`src/rtl/i2c_pkg.sv`:
```
// i2c_pkg: definitions shared by the I2C target (i2c_slave) and the I2C
// controller (i2c_master).
//   - i2c_state_e      : target FSM state encoding
//   - I2C_ACK/I2C_NACK : SDA level during the acknowledge clock
//   - I2C_DEFAULT_ADDR : default 7-bit bus address
//   - addr_match()     : compares an address byte against a 7-bit address
package i2c_pkg;

  localparam logic [6:0] I2C_DEFAULT_ADDR = 7'b1001001;

  localparam logic I2C_ACK  = 1'b0;
  localparam logic I2C_NACK = 1'b1;

  typedef enum logic [3:0] {
    ST_IDLE,
    ST_ADDR,
    ST_ADDR_ACK,
    ST_PTR,
    ST_PTR_ACK,
    ST_WR_BYTE,
    ST_WR_ACK,
    ST_RD_BYTE,
    ST_RD_ACK,
    ST_IGNORE
  } i2c_state_e;

  // The address byte carries the 7-bit address in [7:1] and R/W in [0].
  function automatic logic addr_match(input logic [7:0] addr_byte,
                                      input logic [6:0] own_addr);
    return addr_byte[7:1] == own_addr;
  endfunction

endpackage

```
`src/rtl/i2c_sync_edge.sv`:
```
// i2c_sync_edge: brings SCL and SDA into the clk domain and detects bus
// events on the synchronized copies.
//   clk, rst   : system clock, synchronous active-high reset
//   scl, sda_in: raw bus lines (asynchronous)
//   sda_s      : synchronized SDA level
//   scl_rise   : one-clk pulse, synchronized SCL went 0 -> 1
//   scl_fall   : one-clk pulse, synchronized SCL went 1 -> 0
//   start      : one-clk pulse, SDA fell while SCL high
//   stop       : one-clk pulse, SDA rose while SCL high
module i2c_sync_edge (
  input  logic clk,
  input  logic rst,
  input  logic scl,
  input  logic sda_in,
  output logic sda_s,
  output logic scl_rise,
  output logic scl_fall,
  output logic start,
  output logic stop
);

  // Each pipe: [0] metastability stage, [1] synchronized, [2] history.
  logic [2:0] scl_pipe_q, scl_pipe_d;
  logic [2:0] sda_pipe_q, sda_pipe_d;

  always_comb begin
    scl_pipe_d = {scl_pipe_q[1:0], scl};
    sda_pipe_d = {sda_pipe_q[1:0], sda_in};
  end

  // NOTE: sequential state is updated with non-blocking assignments so every
  // flop samples the pre-edge values of its neighbours, as real flops do.
  always_ff @(posedge clk) begin
    if (rst) begin
      // Reset to 1 = idle bus, so releasing reset never fakes an edge.
      scl_pipe_q <= '1;
      sda_pipe_q <= '1;
    end else begin
      scl_pipe_q <= scl_pipe_d;
      sda_pipe_q <= sda_pipe_d;
    end
  end

  logic scl_s, scl_h, sda_h;

  assign scl_s = scl_pipe_q[1];
  assign scl_h = scl_pipe_q[2];
  assign sda_s = sda_pipe_q[1];
  assign sda_h = sda_pipe_q[2];

  assign scl_rise = scl_s & ~scl_h;
  assign scl_fall = ~scl_s & scl_h;
  // SCL must be high on both samples so an SDA edge racing an SCL edge is
  // never mistaken for START/STOP.
  assign start    = scl_s & scl_h & sda_h & ~sda_s;
  assign stop     = scl_s & scl_h & ~sda_h & sda_s;

endmodule

```
`src/rtl/i2c_slave.sv`:
```
// i2c_slave: I2C target exposing 16-bit registers through a simple
// register-file strobe interface. No clock stretching.
//   clk, rst   : system clock, synchronous active-high reset
//   scl, sda_in: bus lines (asynchronous)
//   sda_oe     : 1 = pull SDA low, 0 = release
//   reg_addr   : register pointer (auto-increments after each 16-bit access)
//   reg_wdata  : write data, valid while reg_we = 1
//   reg_we     : one-clk write strobe
//   reg_re     : one-clk read strobe; reg_rdata sampled on the next clk
//   reg_rdata  : read data from the register file
//   busy       : 1 while this target is addressed
// Write frame: ADDR(W) PTR HI LO [HI LO ...]. Read frame: ADDR(R) HI LO ...
module i2c_slave
  import i2c_pkg::*;
#(
  parameter logic [6:0] SLAVE_ADDR = I2C_DEFAULT_ADDR
) (
  input  logic        clk,
  input  logic        rst,
  input  logic        scl,
  input  logic        sda_in,
  output logic        sda_oe,
  output logic [7:0]  reg_addr,
  output logic [15:0] reg_wdata,
  output logic        reg_we,
  output logic        reg_re,
  input  logic [15:0] reg_rdata,
  output logic        busy
);

  logic sda_s, scl_rise, scl_fall, start, stop;

  i2c_sync_edge u_sync (
    .clk     (clk),
    .rst     (rst),
    .scl     (scl),
    .sda_in  (sda_in),
    .sda_s   (sda_s),
    .scl_rise(scl_rise),
    .scl_fall(scl_fall),
    .start   (start),
    .stop    (stop)
  );

  i2c_state_e  state_q, state_d;
  logic [3:0]  bit_cnt_q, bit_cnt_d;
  logic [7:0]  shift_q, shift_d;
  logic        sda_oe_q, sda_oe_d;
  logic [7:0]  reg_addr_q, reg_addr_d;
  logic [15:0] reg_wdata_q, reg_wdata_d;
  logic        reg_we_q, reg_we_d;
  logic        reg_re_q, reg_re_d;
  logic        busy_q, busy_d;
  logic        rw_q, rw_d;            // R/W bit of the address byte
  logic        byte_lo_q, byte_lo_d;  // 0 = high byte, 1 = low byte
  logic [7:0]  wdata_hi_q, wdata_hi_d;
  logic [7:0]  rdata_lo_q, rdata_lo_d;
  logic        rx_bit_q, rx_bit_d;    // controller ACK/NACK on reads

  always_ff @(posedge clk) begin
    if (rst) begin
      state_q     <= ST_IDLE;
      bit_cnt_q   <= '0;
      shift_q     <= '0;
      sda_oe_q    <= 1'b0;
      reg_addr_q  <= '0;
      reg_wdata_q <= '0;
      reg_we_q    <= 1'b0;
      reg_re_q    <= 1'b0;
      busy_q      <= 1'b0;
      rw_q        <= 1'b0;
      byte_lo_q   <= 1'b0;
      wdata_hi_q  <= '0;
      rdata_lo_q  <= '0;
      rx_bit_q    <= I2C_NACK;
    end else begin
      state_q     <= state_d;
      bit_cnt_q   <= bit_cnt_d;
      shift_q     <= shift_d;
      sda_oe_q    <= sda_oe_d;
      reg_addr_q  <= reg_addr_d;
      reg_wdata_q <= reg_wdata_d;
      reg_we_q    <= reg_we_d;
      reg_re_q    <= reg_re_d;
      busy_q      <= busy_d;
      rw_q        <= rw_d;
      byte_lo_q   <= byte_lo_d;
      wdata_hi_q  <= wdata_hi_d;
      rdata_lo_q  <= rdata_lo_d;
      rx_bit_q    <= rx_bit_d;
    end
  end

  always_comb begin
    // NOTE: every signal gets a default before any branch; a path that
    // leaves one unassigned would infer a latch.
    state_d     = state_q;
    bit_cnt_d   = bit_cnt_q;
    shift_d     = shift_q;
    sda_oe_d    = sda_oe_q;
    reg_addr_d  = reg_addr_q;
    reg_wdata_d = reg_wdata_q;
    reg_we_d    = 1'b0;
    reg_re_d    = 1'b0;
    busy_d      = busy_q;
    rw_d        = rw_q;
    byte_lo_d   = byte_lo_q;
    wdata_hi_d  = wdata_hi_q;
    rdata_lo_d  = rdata_lo_q;
    rx_bit_d    = rx_bit_q;

    // The pointer advances one clk after the write strobe, so reg_we is
    // seen together with the address being written.
    if (reg_we_q) begin
      reg_addr_d = reg_addr_q + 8'd1;
    end

    // Read data is captured one clk after reg_re; the high byte goes
    // straight into the shifter and its MSB onto SDA.
    if (reg_re_q && state_q == ST_RD_BYTE) begin
      shift_d    = reg_rdata[15:8];
      rdata_lo_d = reg_rdata[7:0];
      sda_oe_d   = ~reg_rdata[15];
    end

    unique case (state_q)
      ST_IDLE, ST_IGNORE: begin
        sda_oe_d = 1'b0;
      end

      ST_ADDR: begin
        if (scl_rise) begin
          shift_d   = {shift_q[6:0], sda_s};
          bit_cnt_d = bit_cnt_q + 4'd1;
        end else if (scl_fall && bit_cnt_q == 4'd8) begin
          bit_cnt_d = '0;
          if (addr_match(shift_q, SLAVE_ADDR)) begin
            state_d  = ST_ADDR_ACK;
            sda_oe_d = 1'b1;
            rw_d     = shift_q[0];
            busy_d   = 1'b1;
          end else begin
            state_d  = ST_IGNORE;
            sda_oe_d = 1'b0;
            busy_d   = 1'b0;
          end
        end
      end

      ST_ADDR_ACK: begin
        if (scl_fall) begin
          sda_oe_d  = 1'b0;
          bit_cnt_d = '0;
          byte_lo_d = 1'b0;
          if (rw_q) begin
            state_d  = ST_RD_BYTE;
            reg_re_d = 1'b1;
          end else begin
            state_d = ST_PTR;
          end
        end
      end

      ST_PTR: begin
        if (scl_rise) begin
          shift_d   = {shift_q[6:0], sda_s};
          bit_cnt_d = bit_cnt_q + 4'd1;
        end else if (scl_fall && bit_cnt_q == 4'd8) begin
          reg_addr_d = shift_q;
          sda_oe_d   = 1'b1;
          bit_cnt_d  = '0;
          state_d    = ST_PTR_ACK;
        end
      end

      ST_PTR_ACK: begin
        if (scl_fall) begin
          sda_oe_d  = 1'b0;
          byte_lo_d = 1'b0;
          state_d   = ST_WR_BYTE;
        end
      end

      ST_WR_BYTE: begin
        if (scl_rise) begin
          shift_d   = {shift_q[6:0], sda_s};
          bit_cnt_d = bit_cnt_q + 4'd1;
        end else if (scl_fall && bit_cnt_q == 4'd8) begin
          sda_oe_d  = 1'b1;
          bit_cnt_d = '0;
          if (!byte_lo_q) begin
            wdata_hi_d = shift_q;
          end
          state_d = ST_WR_ACK;
        end
      end

      ST_WR_ACK: begin
        if (scl_fall) begin
          sda_oe_d = 1'b0;
          // Only a completed low byte commits; a frame cut after the high
          // byte never reaches this point.
          if (byte_lo_q) begin
            reg_wdata_d = {wdata_hi_q, shift_q};
            reg_we_d    = 1'b1;
          end
          byte_lo_d = ~byte_lo_q;
          state_d   = ST_WR_BYTE;
        end
      end

      ST_RD_BYTE: begin
        if (scl_rise) begin
          bit_cnt_d = bit_cnt_q + 4'd1;
        end else if (scl_fall) begin
          if (bit_cnt_q == 4'd8) begin
            sda_oe_d  = 1'b0;
            bit_cnt_d = '0;
            state_d   = ST_RD_ACK;
          end else begin
            shift_d  = {shift_q[6:0], 1'b0};
            sda_oe_d = ~shift_q[6];
          end
        end
      end

      ST_RD_ACK: begin
        if (scl_rise) begin
          rx_bit_d = sda_s;
        end else if (scl_fall) begin
          if (rx_bit_q == I2C_ACK) begin
            state_d = ST_RD_BYTE;
            if (byte_lo_q) begin
              // Next register: the load path above refills the shifter.
              reg_addr_d = reg_addr_q + 8'd1;
              reg_re_d   = 1'b1;
              byte_lo_d  = 1'b0;
            end else begin
              shift_d   = rdata_lo_q;
              sda_oe_d  = ~rdata_lo_q[7];
              byte_lo_d = 1'b1;
            end
          end else begin
            state_d  = ST_IGNORE;
            sda_oe_d = 1'b0;
            busy_d   = 1'b0;
          end
        end
      end

      default: begin
        state_d  = ST_IDLE;
        sda_oe_d = 1'b0;
      end
    endcase

    // Bus conditions override whatever the current state decided.
    if (stop) begin
      state_d   = ST_IDLE;
      sda_oe_d  = 1'b0;
      busy_d    = 1'b0;
      bit_cnt_d = '0;
    end else if (start) begin
      state_d   = ST_ADDR;
      sda_oe_d  = 1'b0;
      bit_cnt_d = '0;
    end
  end

  assign sda_oe    = sda_oe_q;
  assign reg_addr  = reg_addr_q;
  assign reg_wdata = reg_wdata_q;
  assign reg_we    = reg_we_q;
  assign reg_re    = reg_re_q;
  assign busy      = busy_q;

endmodule

```
`config.mk`:
```
export PLATFORM = sky130hd
export DESIGN_NAME = i2c_slave
export DESIGN_NICKNAME = d
export VERILOG_FILES = /design/src/rtl/i2c_pkg.sv /design/src/rtl/i2c_sync_edge.sv /design/src/rtl/i2c_slave.sv
export SDC_FILE = /design/constraint.sdc
export NUM_CORES = 1
export LEC_CHECK = 0
export CAP_MARGIN = 10
export CORE_ASPECT_RATIO = 1.75
export CORE_MARGIN = 8
export CORE_UTILIZATION = 49
export CTS_CLUSTER_DIAMETER = 60
export DETAILED_ROUTE_END_ITERATION = 10
export GPL_TIMING_DRIVEN = 1
export PLACE_DENSITY = 0.73
export SLEW_MARGIN = 20
export SYNTH_ARGS = -nofsm -noshare
export SYNTH_HDL_FRONTEND = slang
export SYNTH_SLANG_ARGS = --single-unit
```
`constraint.sdc`:
```
create_clock -name clk -period 2.7 [get_ports clk]
set_input_delay 0.54 -clock clk [delete_from_list [all_inputs] [get_ports clk]]
set_output_delay 0.54 -clock clk [all_outputs]
set_load 0.01 [all_outputs]
```
After elaboration in Yosys (flattened, before gate mapping) --
Cells that the tools add are included.
Cells by class: $add $sub $neg 2, eq/ne operators 45, mux-type cells 78, bitwise gates (word level) 19, reductions and logical operators 24
Operators by type and width (number):
- 8-bit 2-to-1 mux | 16
- 4-bit 2-to-1 mux | 21
- 3-bit != test, second input constant | 12
- 1-bit 2-to-1 mux | 32
- 4-bit one-hot mux with 8 select lines | 1
- 2-bit != test, second input constant | 15
- 14-bit AND reduction | 2
- 8-bit one-hot mux with 3 select lines | 1
- 4-bit by 3-bit == test with 1-bit output, second input constant | 4
- 8-bit one-hot mux with 2 select lines | 1
- 4-bit == test, second input constant | 3
- 1-bit inverter | 12
- 4-bit one-hot mux with 3 select lines | 1
- 6-bit AND reduction | 2
- 3-bit OR reduction | 4
- 2-bit OR reduction | 5
- 8-bit by 1-bit adder with 8-bit output, second input constant | 1
- 4-bit by 2-bit == test with 1-bit output, second input constant | 2
- 4-bit AND reduction | 2
- 1-bit bitwise AND | 7
- 7-bit == test, second input constant | 1
- 2-bit by 1-bit != test with 1-bit output, second input constant | 3
- 3-bit by 1-bit != test with 1-bit output, second input constant | 2
- 3-bit by 2-bit != test with 1-bit output, second input constant | 2
- other kinds (13) | 16
Storage, ports and cells: register bits after elaboration 69, input bits 20, output and inout bits 28, word-level logic and storage cells 185

Depth between registers and ports, before layout --
depth after elaboration 8, mapped depth 10, mapped depth without buffers 7

Cells and area by module --
From an unflattened synthesis, not the netlist that was laid out.
Second synthesis, totals: cells, all modules 418, area total of the unflattened synthesis 3535.9 um^2
By module, submodules not included:
- i2c_slave | times used 1, cells each 402, area an instance 3345.7 um^2, sequential area each 1261.2 um^2
- i2c_sync_edge | times used 1, cells each 16, area an instance 190.2 um^2, sequential area each 120.1 um^2

Worst setup path before layout --
Ideal clock, no wire load.
path kind reg2reg, start register u_sync.scl_pipe_q[1], end register state_q[0], library setup time 0.095 ns, arrival time 1.902 ns, data required time 2.605 ns, slack 0.703 ns, stages on the path, launching flop included 10, path buffers 2, period minus slack after synthesis 1.997 ns, cell sequence dfxtp_1 > inv_1 > ha_1 > buf_4 > nand2b_1 > clkbuf_1 > o21ai_0 > a22oi_1 > o21ai_0 > a221oi_1
On the way: longest elaborated chain between the ends 5, elaborated cells on any way between the ends 26, classes of those cells eq/ne: 14; mux: 1; bitwise: 8; reduce/logical: 3
RTL lines:
- start: declaration | RTL line i2c_sync_edge.sv:23 | logic [2:0] scl_pipe_q, scl_pipe_d;
- start signal: assignment | RTL line i2c_sync_edge.sv:39 | scl_pipe_q <= scl_pipe_d;
- 1-bit bitwise AND or 1-bit inverter (tied branches) | RTL line i2c_sync_edge.sv:55, i2c_sync_edge.sv:56, i2c_sync_edge.sv:52
- 1-bit bitwise AND, on equally long branches | RTL line i2c_sync_edge.sv:55, i2c_sync_edge.sv:52
- 1-bit bitwise AND or 1-bit logical AND (tied branches)
- 3-bit != test (no source line) (tied with other cells)
- 14-bit AND reduction (no source line)
- end signal: assignment | RTL line i2c_slave.sv:77 | state_q <= state_d;
- end: declaration | RTL line i2c_slave.sv:45 | i2c_state_e state_q, state_d;
Several ways; a longest one is shown, not always the timed one. A chain may end at the register's enable or synchronous reset.

Worst setup path after layout --
start register state_q[2], end register shift_q[2]
On the way: longest elaborated chain between the ends 8, elaborated cells on any way between the ends 17, classes of those cells eq/ne: 5; mux: 10; reduce/logical: 2
RTL lines:
- 4-bit by 3-bit == test with 1-bit output | RTL line i2c_slave.sv:120, i2c_slave.sv:126
- 1-bit logical AND | RTL line i2c_slave.sv:120 | if (reg_re_q && state_q == ST_RD_BYTE) begin
- 8-bit 2-to-1 mux | RTL line i2c_slave.sv:120
- 8-bit 2-to-1 mux | RTL line i2c_slave.sv:233 | if (byte_lo_q) begin
- 8-bit 2-to-1 mux | RTL line i2c_slave.sv:231 | if (rx_bit_q == I2C_ACK) begin
- 8-bit 2-to-1 mux | RTL line i2c_slave.sv:230 | end else if (scl_fall) begin
- 8-bit 2-to-1 mux | RTL line i2c_slave.sv:228 | if (scl_rise) begin
- 8-bit one-hot mux with 3 select lines (*) | RTL line i2c_slave.sv:126 | unique case (state_q)
- end signal: assignment | RTL line i2c_slave.sv:79 | shift_q <= shift_d;
- end: declaration | RTL line i2c_slave.sv:47 | logic [7:0] shift_q, shift_d;
Every way passes the cells marked *; elsewhere a longest branch is shown, timed or not.

==> flow_summary.yaml <==
logic_synthesis:
  synth_top_area_share_pct: 38.7
  syn-num-nets: 442
  syn_inst: 416
  netlist-cell-type-count: 61
  syn-cell-area_um2: 3570
  synth.ff_latch_count: 69
  yosysTopAreaCell: "sky130_fd_sc_hd__dfxtp_1"
  synth_flop_cell: "sky130_fd_sc_hd__dfxtp_1"
  synth_warnings: 0
  synth_sequential_area_ratio_pct: 38.7
  number_of_enable_type_register_cells_in_the_synthesized_netlist: 0
  synth.avg_cell_area_um2: 8.57
  yosys-top-cells-area: "sky130_fd_sc_hd__dfxtp_1 39%, sky130_fd_sc_hd__nand2_1 6.7%, sky130_fd_sc_hd__a21oi_1 5.8%, sky130_fd_sc_hd__nor2_1 4.5%, sky130_fd_sc_hd__mux2i_1 3.1%"
  synth_async_sr_flop_share_pct: 0
final_layout:
  fillCellCount: 639
  stdcell_area_um2: 4430
  area_growth_syn_to_layout_pct: 24.3
  multi_input_combinational_cell_area_um2: 1980
  post_route_cells_drive_above_1_share_pct: 12.6
  nNetsFinal: 489
  antennaDiodeCount: 0
  area_taken_by_flip_flops_and_latches_um2: 1380
  layout.cells.most_common: "sky130_fd_sc_hd__dfxtp_1"
  final_cell_mix: "69 x sky130_fd_sc_hd__dfxtp_1, 64 x sky130_fd_sc_hd__nand2_1, 46 x sky130_fd_sc_hd__clkdlybuf4s50_1"
  layout.cells.non_filler: 554
detailed_routing:
  post_detailed_route_via_to_cell_ratio: 5.97
  detail_route.first_pass.iterations: 8
  detailroute.via_count: 3306
  ant_nets: 0
  wire_per_inst_um: 17.9
  routed_wl_mm: 9.92
  drt_drc_violations_left: 0
  drt_first_iter_violations: 228
sta:
  setup_tns_ps: 0
  layout_setup_ws_ps: 345
  min_period_ps: 2350
  slew_viol_final: 0
  finalClockSkew_ps: 8.48
  final_clock_period_utilization_by_the_worst_path_pct: 87.2
  worstMarginPinSlew_ps: 584
  rsz_0062_raised_after_global_routing: "no"
  slew_headroom_pct: 61.0
  setup-violations-final: 0
  fmax_mhz: 425
  hold_fails_final_rpt: 0
place:
  io_buffers: 47
  dpl.hpwl_mm: 7.19
  placement.setup.worst_slack_ps: 451
  dp.cells: 538
  finalWeightedCongestion: 0.912
  dpl-instance-area_um2: 4110
critical_path:
  worst-path-buf-inv: 0
  crit_path_cell_trace: "and4b_1 > and2_4 > mux2_2 > a222oi_1 > nor2_1"
  setup.worst_path.class: "flip-flop to flip-flop"
  worstPathRequired_ps: 2910
  capturing_element_type_of_the_critical_path: "flip-flop"
  critical_path.max_fanout: 17
  worst_setup_path_start_kind: "flip-flop"
  max_stage_delay_ps: 690
  timing.critical_path.arrival_ps: 2570
  worst_path_dominant_cell_family: "simple AND/OR/NAND/NOR gates"
  crit_slowest_cell: "sky130_fd_sc_hd__dfxtp_1"
power_and_ir_drop:
  leakage_nw: 1.56
  peak_supply_drop_mv: 0.481
  swShare_pct: 20.7
  power.clock.fraction_pct: 53.4
  internal-power_mw: 1.90
  seq_power_share_pct: 42.9
  power_switching_uw: 497
  pwr_density_cell_nw_per_um2: 541
  combinationalPowerShare_pct: 3.7
clock_tree:
  h_tree_lvl_count: 3
  cts-root-buf: "sky130_fd_sc_hd__clkbuf_16"
  insertion_delay_ps: 340
  tritoncts.num_buffers: 9
  clock-sinks: 69
  cts_tree: "done"
  cts_hold_buf: 0
  cts_repair_resize_count: 0
  cts-root-to-sink-buffers: 2
  cts_setup_buffers: 0
  clk_pin_slew_ps: 60
global_routing:
  grt.overflow.total: 0
  grt_max_degree: 26
  global_router_s_overall_resource_usage_pct: 19.6
  grt_pass1_vias: 3226
  grt_first_pass_wirelength_mm: 15.8
  antenna_violations_before_repair: 0
floorplanning:
  floorplan.initialDensity_pct: 50.0
  fp-row-count: 41
  io-pin-count: 48
  dieArea_um2: 10400
  floorplan.core_area_um2: 7130
  chipWidth_um: 80.5
  die-height_um: 129
worst_hold_path:
  timing.hold.worst.class: "flip-flop to flip-flop"
run_status:
  result_of_the_run: "complete, no violations"
job:
  timing.max_cap.violations: 0
[power groups by stage]
| stage | logic, mW | registers, mW | clock network [mW] |
|---|---|---|---|
| 5_1_grt | 0.0943 | 1.03 | 1.33 |
| 3_3_place_gp | 0.0870 | 1.05 | 0 |
| 4_1_cts | 0.0884 | 1.03 | 1.29 |
| 3_5_place_dp | 0.0880 | 1.05 | 0 |
| 6_report | 0.0888 | 1.03 | 1.28 |
| 2_1_floorplan | 0.0475 | 1.05 | 0 |
[registers in the layout (all words and copies together) (netlist names)]
name and flops:
byte_lo_q 1, reg_we 1, reg_wdata 16, sda_oe 1, state_q 4, busy 1, rdata_lo_q 8, rw_q 1
reg_addr 8, wdata_hi_q 8, u_sync.scl_pipe_q 3, shift_q 8, bit_cnt_q 4, reg_re 1, rx_bit_q 1, u_sync.sda_pipe_q 3
[routing by layer]
layer,GRT usage (%),wire length (µm)
met1,20.8,3820
met2,33.8,5270
met3,3.84,388
met4,12.6,438
met5,0,0
[layout make-up]
type	count	share of cell area (%)
clock buffers	11	5.47
clock inverters	5	1.89
inverters	11	0.931
multi-input cells	308	44.8
flip-flops and latches	69	31.2
well taps	86	2.43
repair buffers	64	13.4
[synth_stat cells, types with 2 or more instances]
master,count
sky130_fd_sc_hd__nand3b_1,3
sky130_fd_sc_hd__o21a_1,3
sky130_fd_sc_hd__o211ai_1,2
sky130_fd_sc_hd__or2_2,7
sky130_fd_sc_hd__nand2_1,64
sky130_fd_sc_hd__clkbuf_1,14
sky130_fd_sc_hd__and3b_1,2
sky130_fd_sc_hd__nand2b_1,4
sky130_fd_sc_hd__nor4b_1,2
sky130_fd_sc_hd__mux2_4,2
sky130_fd_sc_hd__nor4_4,2
sky130_fd_sc_hd__buf_4,3
sky130_fd_sc_hd__buf_2,5
sky130_fd_sc_hd__nand3_1,7
sky130_fd_sc_hd__a21oi_1,41
sky130_fd_sc_hd__a2bb2oi_1,2
sky130_fd_sc_hd__a22oi_1,7
sky130_fd_sc_hd__nor4bb_1,2
sky130_fd_sc_hd__xnor2_1,3
sky130_fd_sc_hd__nor2b_1,5
sky130_fd_sc_hd__o2111ai_1,2
sky130_fd_sc_hd__a222oi_1,8
sky130_fd_sc_hd__a21o_1,2
sky130_fd_sc_hd__a221oi_1,4
sky130_fd_sc_hd__ha_1,6
sky130_fd_sc_hd__or3_1,4
sky130_fd_sc_hd__a211oi_1,5
sky130_fd_sc_hd__buf_6,5
sky130_fd_sc_hd__o21ai_0,12
sky130_fd_sc_hd__xor2_1,10
sky130_fd_sc_hd__nor3_1,5
sky130_fd_sc_hd__a21boi_0,3
sky130_fd_sc_hd__nand4_1,3
sky130_fd_sc_hd__mux2i_1,11
sky130_fd_sc_hd__o32ai_1,4
sky130_fd_sc_hd__mux2_2,7
sky130_fd_sc_hd__inv_1,11
sky130_fd_sc_hd__dfxtp_1,69
sky130_fd_sc_hd__nor2_1,43
[path summary, 6_finish.rpt]
check	start	to	slack, ps	depth (start not counted)
setup / recovery	state_q[2]	shift_q[2]	350	5
setup reg to reg	state_q[2]	shift_q[2]	350	5
hold reg to reg	u_sync.scl_pipe_q[0]	u_sync.scl_pipe_q[1]	410	1
hold / removal	u_sync.scl_pipe_q[0]	u_sync.scl_pipe_q[1]	410	1
[cell families (layout without fill, tap and decap cells)]
group / after synthesis / in the layout / share of synthesized area [%]
AO/OA/AOI/OAI: 104 / 104 / 20.3
XOR/XNOR: 13 / 13 / 3.19
flip-flops: 69 / 69 / 38.7
adder cells (fa/ha/maj): 6 / 6 / 2.10
multiplexers: 20 / 20 / 6.14
buffers and inverters: 39 / 91 / 5.65
AND/OR/NAND/NOR: 165 / 165 / 23.9
[through the flow]
step / power, mW / hold WS [ps] / utilization (%)
2_1_floorplan: 1.10 / 389 / -
3_3_place_gp: 1.14 / 400 / 57.6
3_5_place_dp: 1.14 / 398 / 57.6
4_1_cts: 2.40 / 411 / 62.2
5_1_grt: 2.46 / 423 / 62.2
6_report: 2.40 / 409 / 62.2
Note: power is estimated with default switching activity, not from simulation.
